[config.mk]
export PLATFORM = sky130hd
export DESIGN_NAME = key_loader
export DESIGN_NICKNAME = d
export VERILOG_FILES = /design/src/rtl/key_loader.sv
export SDC_FILE = /design/constraint.sdc
export NUM_CORES = 1
export LEC_CHECK = 0
export BUFFER_PORTS_ARGS = -buffer_cell sky130_fd_sc_hd__buf_4
export CAP_MARGIN = 20
export CORE_AREA = 2 2 130 132
export CTS_CLUSTER_DIAMETER = 80
export DETAILED_ROUTE_END_ITERATION = 6
export DIE_AREA = 0 0 132 134
export PLACE_DENSITY = 0.86
export REMOVE_ABC_BUFFERS = 1
export SYNTH_ARGS = -nofsm -noshare
export SYNTH_HDL_FRONTEND = slang
export SYNTH_SLANG_ARGS = --single-unit
[constraint.sdc]
create_clock -name clock_i -period 7.15 [get_ports clock_i]
set_clock_uncertainty 0.15 [all_clocks]
set_input_delay 1.0725 -clock clock_i [delete_from_list [all_inputs] [get_ports clock_i]]
set_output_delay 1.0725 -clock clock_i [all_outputs]
set_load 0.01 [all_outputs]
[src/rtl/key_loader.sv]
// Key front-end: collects a variable-length key as WORD_W-bit words, LSB-first,
// zeroes every bit at or above the effective length, and hands it off via valid/ack.
module key_loader #(
  parameter int KEY_MAX = 160,
  parameter int WORD_W  = 32,
  parameter int LEN_W   = 8
) (
  input  logic               clock_i,
  input  logic               reset_i,
  input  logic               start_i,
  input  logic [LEN_W-1:0]   key_length_k_i,
  input  logic [WORD_W-1:0]  word_i,
  input  logic               word_valid_i,
  output logic               word_ready_o,
  output logic [KEY_MAX-1:0] key_o,
  output logic               key_valid_o,
  input  logic               key_ack_i,
  output logic               busy_o,
  output logic               len_err_o
);

  localparam int NW    = (KEY_MAX + WORD_W - 1) / WORD_W;
  localparam int CNT_W = $clog2(NW + 1);
  // one spare bit so KEY_MAX and k always compare without overflow
  localparam int LW    = (($clog2(KEY_MAX + 1) > LEN_W) ? $clog2(KEY_MAX + 1) : LEN_W) + 1;

  typedef enum logic [1:0] {S_IDLE, S_LOAD, S_DONE} state_t;

  state_t             r_state, w_next;
  logic [KEY_MAX-1:0] r_key, w_wr;
  logic [LW-1:0]      r_len, w_k, w_len;
  logic [CNT_W-1:0]   r_cnt, r_nw, w_nw;
  logic               r_err;
  logic               w_start, w_accept, w_last;

  assign w_k      = LW'(key_length_k_i);
  assign w_len    = (w_k > LW'(KEY_MAX)) ? LW'(KEY_MAX) : w_k;
  assign w_nw     = CNT_W'((32'(w_len) + WORD_W - 1) / WORD_W);
  assign w_start  = (r_state == S_IDLE) && start_i;
  assign w_accept = word_valid_i && (r_state == S_LOAD);
  assign w_last   = (r_cnt == r_nw - CNT_W'(1));

  // Bits of the current word slot, already clipped to the effective length.
  always_comb begin
    w_wr = '0;
    for (int i = 0; i < KEY_MAX; i++)
      w_wr[i] = (i / WORD_W == int'(r_cnt)) && (i < int'(r_len)) && word_i[i % WORD_W];
  end

  always_comb begin
    w_next = r_state;
    case (r_state)
      S_IDLE: if (start_i) w_next = (w_len == '0) ? S_DONE : S_LOAD;
      S_LOAD: if (w_accept && w_last) w_next = S_DONE;
      S_DONE: if (key_ack_i) w_next = S_IDLE;
      default: w_next = S_IDLE;
    endcase
  end

  always_ff @(posedge clock_i or posedge reset_i) begin
    if (reset_i) r_state <= S_IDLE;
    else         r_state <= w_next;
  end

  always_ff @(posedge clock_i or posedge reset_i) begin
    if (reset_i) begin
      r_key <= '0;
      r_len <= '0;
      r_nw  <= '0;
      r_cnt <= '0;
      r_err <= 1'b0;
    end else if (w_start) begin
      r_len <= w_len;
      r_nw  <= w_nw;
      r_err <= (w_k == '0) || (w_k > LW'(KEY_MAX));
      r_key <= '0;
      r_cnt <= '0;
    end else if (w_accept) begin
      // register was cleared at start and each slot is written once, so OR suffices
      r_key <= r_key | w_wr;
      r_cnt <= r_cnt + CNT_W'(1);
    end
  end

  assign word_ready_o = (r_state == S_LOAD);
  assign key_valid_o  = (r_state == S_DONE);
  assign busy_o       = (r_state != S_IDLE);
  assign key_o        = r_key;
  assign len_err_o    = r_err;

endmodule

======== Yosys cells after proc, flatten, opt, wreduce, memory -nomap -nowiden ========
Cells that the tools add are included.
word-level totals
  register bits ........................... 178
  input port bits ......................... 45
  output and inout bits ................... 164
  word-level logic and storage cells ...... 523
cells by class
  add/sub/neg operators ................... 4
  magnitude comparators ................... 161
  equal/unequal tests ..................... 10
  muxes and demuxes ....................... 10
  bitwise operators ....................... 1
  reductions and logical operators ........ 331
operators by type and width
  kind                 number
  $lt 7x9->1 const A   64
  $logic_and 1x1->1    323
  $mux 160             2
  $lt 6x9->1 const A   32
  $lt 8x9->1 const A   32
  $or 160x160->160     1
  $lt 5x9->1 const A   16
  $lt 4x9->1 const A   8
  $lt 3x9->1 const A   4
  $logic_not 9->1      2
  $lt 1x9->1 const A   2
  $lt 2x9->1 const A   2
  $eq 3x3->1 const A   3
  $add 8x6->8 const B  1
  $gt 8x8->1 const B   1
  $mux 2               4
  $mux 8               1
  $sub 8x1->8 const B  1
  $mux 3               2
  $pmux 2 s3           1
  $ne 2x1->1 const B   2
  $reduce_bool 2->1    2
  $add 3x1->3 const B  1
  $eq 2x3->1 const A   1
  9 further kinds      9

======== Logic depth before layout (Yosys ltp) ========
Gate-level depths: netlist of the first run.
  depth after elaboration ................. 6
  gate-level depth with buffers ........... 8
  gate-level depth less buffers ........... 6

======== Worst setup path after synthesis of the first run ========
OpenSTA, ideal clock, no wires.
  kind .................................... input -> register
  from .................................... input port key_length_k_i[1]
  to ...................................... register r_nw[0]
  library setup time ...................... 0.104 ns
  arrival time ............................ 2.282 ns
  data required time ...................... 6.896 ns
  slack ................................... 4.614 ns
  cell stages on the path ................. 4
  buffers on the path ..................... 0
  cells stage by stage .................... or4_1 > or2_2 > xnor2_1 > a221oi_1
on the way
  cells in the longest elaborated chain, start to end .. 4
RTL lines
  element               RTL line  source
  from (decl)           11        input logic [LEN_W-1:0] key_length_k_i,
  $gt 8x8->1            37        assign w_len = (w_k > LW'(KEY_MAX)) ? LW'(KEY_MAX) : w_k;
  $mux 8 *              37
  $add 8x6->8 *         38        assign w_nw = CNT_W'((32'(w_len) + WORD_W - 1) / WORD_W);
  $sub 8x1->8 *         38
  to (signal assigned)  74        r_nw <= w_nw;
  to (decl)             32        logic [CNT_W-1:0] r_cnt, r_nw, w_nw;
Every way passes the cells marked *; elsewhere a longest branch is shown, timed or not.
A chain may end at the register's enable or synchronous reset.

======== Worst setup path after layout of the first run ========
  from .................................... register r_state[1]
  to ...................................... output port word_ready_o
on the way
  cells in the longest elaborated chain, start to end .. 1
RTL lines
  element                 RTL line  source
  from (decl)             29        state_t r_state, w_next;
  from (signal assigned)  62        else r_state <= w_next;
  $eq 2x1->1              85        assign word_ready_o = (r_state == S_LOAD);
  to (decl)               14        output logic word_ready_o,
Every way passes these cells.

==> results of run 1 <==
[placed cells by master (no fill, tap or decap), drive strengths merged, types with 5 or more instances in the layout]
cell,instances
buf,228
dfrtp,177
nor2,156
nand2,106
a31oi,92
a41oi,46
a21oi,39
a211oi,29
clkbuf,22
nand3,18
inv,18
o21ai,15
nor3,15
nor3b,12
nor4b,10
o31ai,7
a32o,6
ha,6
nand4,5
nor4,5
[power by group]
| group | switching [µW] | internal, µW | leakage, µW |
|---|---|---|---|
| combinational | 1430 | 797 | 0.00236 |
| sequential | 298 | 1310 | 0.00239 |
| clock | 390 | 555 | 0.000279 |
| total | 2120 | 2660 | 0.00502 |
[logic make-up after synthesis]
group | after synthesis
fa+ha+maj | 6
mux | 2
simple gates | 357
compound gates | 255
xor+xnor | 6
flops | 177
buf+inv | 93
[flip-flops by register name, indices dropped and copies added, names as in the netlist]
| name | cells |
|---|---|
| r_len | 8 |
| r_state | 2 |
| r_nw | 3 |
| r_cnt | 3 |
| key_o | 160 |
| len_err_o | 1 |
[area by class of cell]
class,instances,area [µm²],share of cell area (%)
flip-flops and latches,177,4430,41.4
repair buffers,229,1720,16.0
multi-input cells,626,3630,33.9
clock inverters,10,136,1.27
inverters,18,72.6,0.678
clock buffers,21,450,4.21
well taps,220,275,2.57
[critical path, stage by stage (launching register included)]
cell and delay, ns:
dfrtp_1 0.94, inv_1 0.20, nand2_1 0.14, inv_1 0.06
buf_4 0.14
[synth_stat cells (all sizes together) (2+ instances only)]
| library cell | n |
|---|---|
| a211oi | 29 |
| a32o | 6 |
| dfrtp | 177 |
| a31oi | 92 |
| xor2 | 3 |
| o31ai | 7 |
| nor3b | 12 |
| ha | 6 |
| nand2b | 4 |
| inv | 18 |
| nand4 | 5 |
| a21oi | 39 |
| xnor2 | 3 |
| nor4 | 5 |
| nor2b | 3 |
| buf | 42 |
| nor4b | 10 |
| o211ai | 2 |
| and3b | 2 |
| and3 | 3 |
| clkbuf | 33 |
| a2111oi | 2 |
| o21ai | 15 |
| nand3 | 18 |
| o2111ai | 4 |
| o22ai | 3 |
| or4 | 2 |
| a22o | 2 |
| and2 | 2 |
| a41oi | 46 |
| and4bb | 4 |
| nor3 | 15 |
| mux2i | 2 |
| and4b | 2 |
| nor4bb | 2 |
| nand2 | 106 |
| nand3b | 3 |
| nor2 | 156 |
| o21a | 2 |
[stage by stage]
step	util, %	area (µm²)
after global placement	62.1	10100
after CTS	65.7	10700
after detailed placement	62.1	10100
after floorplan	-	8110
after global routing	65.7	10700
final	65.7	10700
[final timing paths]
path / from / to
setup / recovery: r_state[1]$_DFFE_PP0P_ / word_ready_o
hold / removal: r_nw[1]$_DFFE_PP0P_ / r_nw[1]$_DFFE_PP0P_
setup reg to reg: r_len[5]$_DFFE_PP0P_ / key_o[49]$_DFFE_PP0P_
hold reg to reg: r_nw[1]$_DFFE_PP0P_ / r_nw[1]$_DFFE_PP0P_
max in group asynchronous: reset_i / key_o[115]$_DFFE_PP0P_
min in group asynchronous: reset_i / key_o[46]$_DFFE_PP0P_
[per-layer routing]
metal	vias up	global-route usage [%]	wire [µm]
met2	696	50.5	13500
li1	3649	-	-
met1	4059	45.2	11000
met4	0	16.7	1310
met3	104	7.22	3430
met5	-	0	0
==> out/summary.json, run 1 <==
{
  "grt_pass1_wl_mm": 45.7,
  "gpl.final_weighted_congestion": 0.874,
  "clock-sinks": 177,
  "run_status": "completed",
  "finalSetupViolCount": 0,
  "start_util_pct": 51.9,
  "totalWireLength_mm": 29.3,
  "simple_logic_cell_fraction_of_the_synthesized_area_pct": 20.3,
  "gr-usage-all-layers_pct": 33.2,
  "timing.final.max_slew_violations": 0,
  "postCtsHoldBufs": 0,
  "synth_enable_flop_cells": 0,
  "ctsHtreeMaxLevel": 4,
  "io_pins": 209,
  "max_freq_mhz": 318,
  "final_antenna_diode_count": 0,
  "yosys.cell_types.count": 59,
  "peakVddDrop_mv": 0.244,
  "grt_setup_unrepaired": "false",
  "async_reset_ff_share_pct": 100,
  "detail-route-antenna-nets": 0,
  "synthTopCellsByArea": "dfrtp_1 52%, nor2_1 6.9%, a31oi_1 6.8%, a41oi_1 4.8%, nand2_1 4.7%",
  "synth_compound_gate_area_share_pct": 20.7,
  "numPortBuffers": 208,
  "clock-root-buffer": "clkbuf_16",
  "die_y_um": 134,
  "antenna_found_initial": 0,
  "dp_slack_ns": 4.10,
  "min_path_cells": 2,
  "die_w_um": 132,
  "xor_and_xnor_fraction_of_the_mapped_netlist_area_pct": 0.622,
  "yosys.area.top_type": "dfrtp_1",
  "synth_seq_area_share_pct": 52.4,
  "r2r_setup_slack_ns": 4.13,
  "largest_net_degree_at_the_start_of_global_routing": 103,
  "post_cts.resized_instances": 0,
  "finalHoldViolations": 0,
  "crit_share_post_route_pct": 44.0,
  "placementRows": 47,
  "synthFlopType": "dfrtp_1",
  "design.core.area_um2": 16300,
  "fin_crit_ns": 3.14,
  "main_combinational_cell_family_by_area_after_synthesis": "compound AO/OA/AOI/OAI gates",
  "cts_post_setup_buffers_inserted": 0,
  "drt_pre_antenna_iters": 6,
  "synthAdderAreaFrac_pct": 0.889,
  "fp.dieArea_um2": 17700,
  "power.density_nw_per_um2": 446,
  "routed-via-count": 8508,
  "drv_cap": 0,
  "number_of_buffers_added_by_the_clock_tree_synthesis_step": 17,
  "hold_path.class": "register to register",
  "remaining_drc_errors": 0,
  "first_global_vias": 8113,
  "clock_tree_from_tritoncts": "built",
  "synth_top_area_share_pct": 52.4,
  "syn_to_final_growth_pct": 26.7,
  "slew-limit-headroom_pct": 22.0,
  "count_of_fill_cells_added_during_filler_insertion": 1292,
  "final.setup.tns_ns": 0,
  "fin_nets": 1120,
  "critPathRequiredTime_ns": 5.93,
  "worst_pin_slew_ns": 1.17,
  "post_drt_wl_per_cell_um": 22.5,
  "cp_max_fo": 18,
  "vias_per_cell": 6.54,
  "dpl.cell_count": 1269,
  "static-leakage-power_uw": 0.00502,
  "dp.final_hpwl_mm": 19.4,
  "synth_area_per_cell_um2": 9.43,
  "synth-seq-cells": 177,
  "reg2reg_depth": 5,
  "hold-worst-slack_ns": 0.332,
  "overflow": 0,
  "critPathCaptureType": "primary output",
  "critical_path_class": "register to primary output",
  "drive_gt1_share_pct": 25.3,
  "mappedNetlistArea_um2": 8450,
  "stdcell_count": 1301,
  "synth.area.mux_share_pct": 0.237,
  "yosysWarningCount": 0,
  "clock_pin_transition_on_the_worst_setup_and_hold_timing_paths_ns": 0.06,
  "clock_tree.buffer_depth": 2,
  "drtIter0Drc": 1080,
  "finalWorstSetupSlack_ns": 4.01,
  "report.power.total_uw": 4770,
  "crit_arrival_ns": 1.92,
  "clock_insertion_delay_worst_skew_ns": 0.43,
  "critPathLaunchType": "register",
  "synth_cells": 896
}
No activity file was read; power rests on OpenSTA's default activity.
==> run 2: changes to the inputs <==
==> constraint.sdc (replaced) <==
create_clock -name clock_i -period 2.95 [get_ports clock_i]
set_clock_uncertainty 0.15 [all_clocks]
set_input_delay 0.4425 -clock clock_i [delete_from_list [all_inputs] [get_ports clock_i]]
set_output_delay 0.4425 -clock clock_i [all_outputs]
set_load 0.01 [all_outputs]
==> run 2 against run 1 <==
  * Flip-flop and latch count did not move
  * Worst hold slack got worse by 0.24 ns
  * Count of clock-buffer cells in the layout fell by 1
  * Combinational power grew 150%
  * Design area grew 2.9%
  * Register-to-register slack lost 3.8 ns
  * Final cell count increased by 2.2%
  * Sequential share of layout area decreased by 1.2 points
  * Wire length grew 3.6%
  * Power increased to 2.5 times the previous value
  * Sequential power grew to 2.6 times the previous value
  * Critical path type is now register to register
  * Critical endpoint is now key_o[52]$_DFFE_PP0P_
  * Largest cell class unchanged
  * Largest power group unchanged
==> out/summary.json, run 2 (same netlist as run 1, synthesis figures left out) <==
{
  "run_status": "completed",
  "fin_crit_ns": 2.66,
  "critPathCaptureType": "register",
  "critPathLaunchType": "register",
  "die_w": {"value": 132, "unit": "µm", "change": "unchanged"},
  "finalHoldViolations": {"value": 0, "change": "unchanged"},
  "r2r-end": "key_o[52]$_DFFE_PP0P_",
  "dp.final_hpwl": {"value": 20.7, "unit": "mm", "change": "+6.9%"},
  "drive_gt1_share": {"value": 27.3, "unit": "%", "change": "+2.0 points"},
  "stdcell_count": {"value": 1329, "change": "+2.2%"},
  "slew-limit-headroom": {"value": 32.5, "unit": "%", "change": "+11 points"},
  "placementRows": {"value": 47, "change": "unchanged"},
  "max_freq_mhz": 376,
  "crit_arrival": {"value": 2.88, "unit": "ns", "change": "+0.96 ns"},
  "cts_post_setup_buffers_inserted": {"value": 0, "change": "unchanged"},
  "worst_pin_slew": {"value": 1.01, "unit": "ns", "change": "-0.153 ns"},
  "gpl.final_weighted_congestion": {"value": 0.942, "change": "+7.8%"},
  "static-leakage-power": {"value": 0.00520, "unit": "µW", "change": "+3.5%"},
  "final.setup.tns": {"value": 0, "unit": "ns", "change": "unchanged"},
  "crit_share_post_route_pct": 90.1,
  "critical_path_class": "register to register",
  "clock-sinks": {"value": 177, "change": "unchanged"},
  "start_util": {"value": 51.9, "unit": "%", "change": "unchanged"},
  "number_of_buffers_added_by_the_clock_tree_synthesis_step": {"value": 17, "change": "unchanged"},
  "power.density": {"value": 1090, "unit": "nW/µm²", "change": "+150%"},
  "hold-worst-slack": {"value": 0.0944, "unit": "ns", "change": "-0.237 ns"},
  "layout.cells.most_common_list": "250 x buf_4, 177 x dfrtp_1, 155 x nor2_1, 106 x nand2_1, 92 x a31oi_1",
  "antenna_found_initial": {"value": 0, "change": "unchanged"},
  "die_y": {"value": 134, "unit": "µm", "change": "unchanged"},
  "max_reg_flops": {"value": 160, "change": "unchanged"},
  "drt_pre_antenna_iters": {"value": 5, "change": "-1"},
  "timing.critical_path.from": "r_len[4]$_DFFE_PP0P_",
  "totalWireLength": {"value": 30.3, "unit": "mm", "change": "+3.6%"},
  "post_drt_wl_per_cell": {"value": 22.8, "unit": "µm", "change": "+1.4%"},
  "critical_path.reg2reg.startpoint": "r_len[4]$_DFFE_PP0P_",
  "peakVddDrop": {"value": 0.727, "unit": "mV", "change": "+200%"},
  "drtIter0Drc": {"value": 1315, "change": "+22%"},
  "design.core.area": {"value": 16300, "unit": "µm²", "change": "unchanged"},
  "clock_pin_transition_on_the_worst_setup_and_hold_timing_paths": {"value": 0.07, "unit": "ns", "change": "about the same"},
  "clock-root-buffer": "clkbuf_16",
  "crit_path_end": "key_o[52]$_DFFE_PP0P_",
  "count_of_fill_cells_added_during_filler_insertion": {"value": 1245, "change": "-3.6%"},
  "r2r_setup_slack": {"value": 0.29, "unit": "ns", "change": "-3.84 ns"},
  "routed-via-count": {"value": 8736, "change": "+2.7%"},
  "final_antenna_diode_count": {"value": 0, "change": "unchanged"},
  "detail-route-antenna-nets": {"value": 0, "change": "unchanged"},
  "fin_nets": {"value": 1147, "change": "+2.4%"},
  "hold_path.class": "input pin to register",
  "ctsHtreeMaxLevel": {"value": 4, "change": "unchanged"},
  "cp_max_fo": {"value": 26, "change": "+8"},
  "largest_net_degree_at_the_start_of_global_routing": {"value": 94, "change": "-8.7%"},
  "remaining_drc_errors": {"value": 0, "change": "unchanged"},
  "grt_setup_unrepaired": "false",
  "drv_cap": {"value": 0, "change": "unchanged"},
  "gr-usage-all-layers": {"value": 34.5, "unit": "%", "change": "+1.3 points"},
  "first_global_vias": {"value": 8303, "change": "+2.3%"},
  "fp.dieArea": {"value": 17700, "unit": "µm²", "change": "unchanged"},
  "postCtsHoldBufs": {"value": 1, "change": "+1"},
  "clock_insertion_delay_worst_skew": {"value": 0.44, "unit": "ns", "change": "about the same"},
  "syn_to_final_growth_pct": 30.4,
  "critPathRequiredTime": {"value": 3.17, "unit": "ns", "change": "-2.76 ns"},
  "numPortBuffers": {"value": 208, "change": "unchanged"},
  "finalSetupViolCount": {"value": 0, "change": "unchanged"},
  "post_cts.resized_instances": {"value": 0, "change": "unchanged"},
  "clock_tree_from_tritoncts": "built",
  "dpl.cell_count": {"value": 1295, "change": "+2.0%"},
  "io_pins": {"value": 209, "change": "unchanged"},
  "overflow": {"value": 0, "change": "unchanged"},
  "clock_tree.buffer_depth": {"value": 2, "change": "unchanged"},
  "most_common_cell_after_layout_fill_and_taps_aside": "buf_4",
  "reg2reg_depth": {"value": 4, "change": "-1"},
  "timing.final.max_slew_violations": {"value": 0, "change": "unchanged"},
  "vias_per_cell": {"value": 6.57, "change": "+0.52%"},
  "grt_pass1_wl": {"value": 47.4, "unit": "mm", "change": "+3.9%"}
}
[run 2: cell types whose count changed in the layout (fill, tap and decap cells not counted), moves of 2 or more]
cell / previous run / this run
inv_6: 1 / 3
clkbuf_1: 3 / 1
buf_4: 228 / 250
buf_12: 0 / 4
[run 2: area by class of cell]
type	count	area, µm²	area share, %
Tap cell	220	275	2.50
Timing Repair Buffer	256	1980	18.0
Inverter	18	72.6	0.659
Clock buffer	20	457	4.15
Multi-Input combinational cell	626	3630	32.9
Clock inverter	12	179	1.62
Sequential cell	177	4430	40.2
[run 2: metal layers]
layer  vias up  share of wire, %  GRT usage (%)
li1       3694                 -              -
met1      4144                36           46.0
met2       767                46           53.6
met3       131                13           7.75
met4         0               4.4           17.3
met5         -                 0              0
[run 2: worst max-delay path: stages, from the launching register on]
cell and delay (ns):
dfrtp_1 1.01, o21ai_0 0.52, a211oi_1 0.60, a41oi_1 0.19
nor2_1 0.11
[run 2: through the flow]
step	setup WS [ns]	total power, µW	cell area (µm²)	util (%)
floorplan	-7.23	6410	8110	-
global placement	0.468	9220	10400	63.6
detailed placement	0.438	9370	10400	63.6
CTS	0.402	11800	11000	67.6
global route	0.198	12500	11000	67.6
finish	0.293	12100	11000	67.6
[run 2: how the worst min path moves through the flow]
stage                           start                endpoint  slack [ns]  cells past startpoint
2_1_floorplan     r_nw[1]$_DFFE_PP0P_     r_nw[1]$_DFFE_PP0P_        0.30                      2
3_3_place_gp      r_nw[1]$_DFFE_PP0P_     r_nw[1]$_DFFE_PP0P_        0.32                      2
3_5_place_dp   key_o[149]$_DFFE_PP0P_  key_o[149]$_DFFE_PP0P_        0.33                      2
4_1_cts             key_length_k_i[7]     r_nw[1]$_DFFE_PP0P_        0.08                      2
5_1_grt             key_length_k_i[2]    r_len[2]$_DFFE_PP0P_         0.1                      3
6_report            key_length_k_i[7]     r_nw[1]$_DFFE_PP0P_        0.09                      2
[run 2: power by group]
part | switching (µW) | internal (µW)
clock | 999 | 1470
combinational | 3370 | 2140
sequential | 918 | 3160
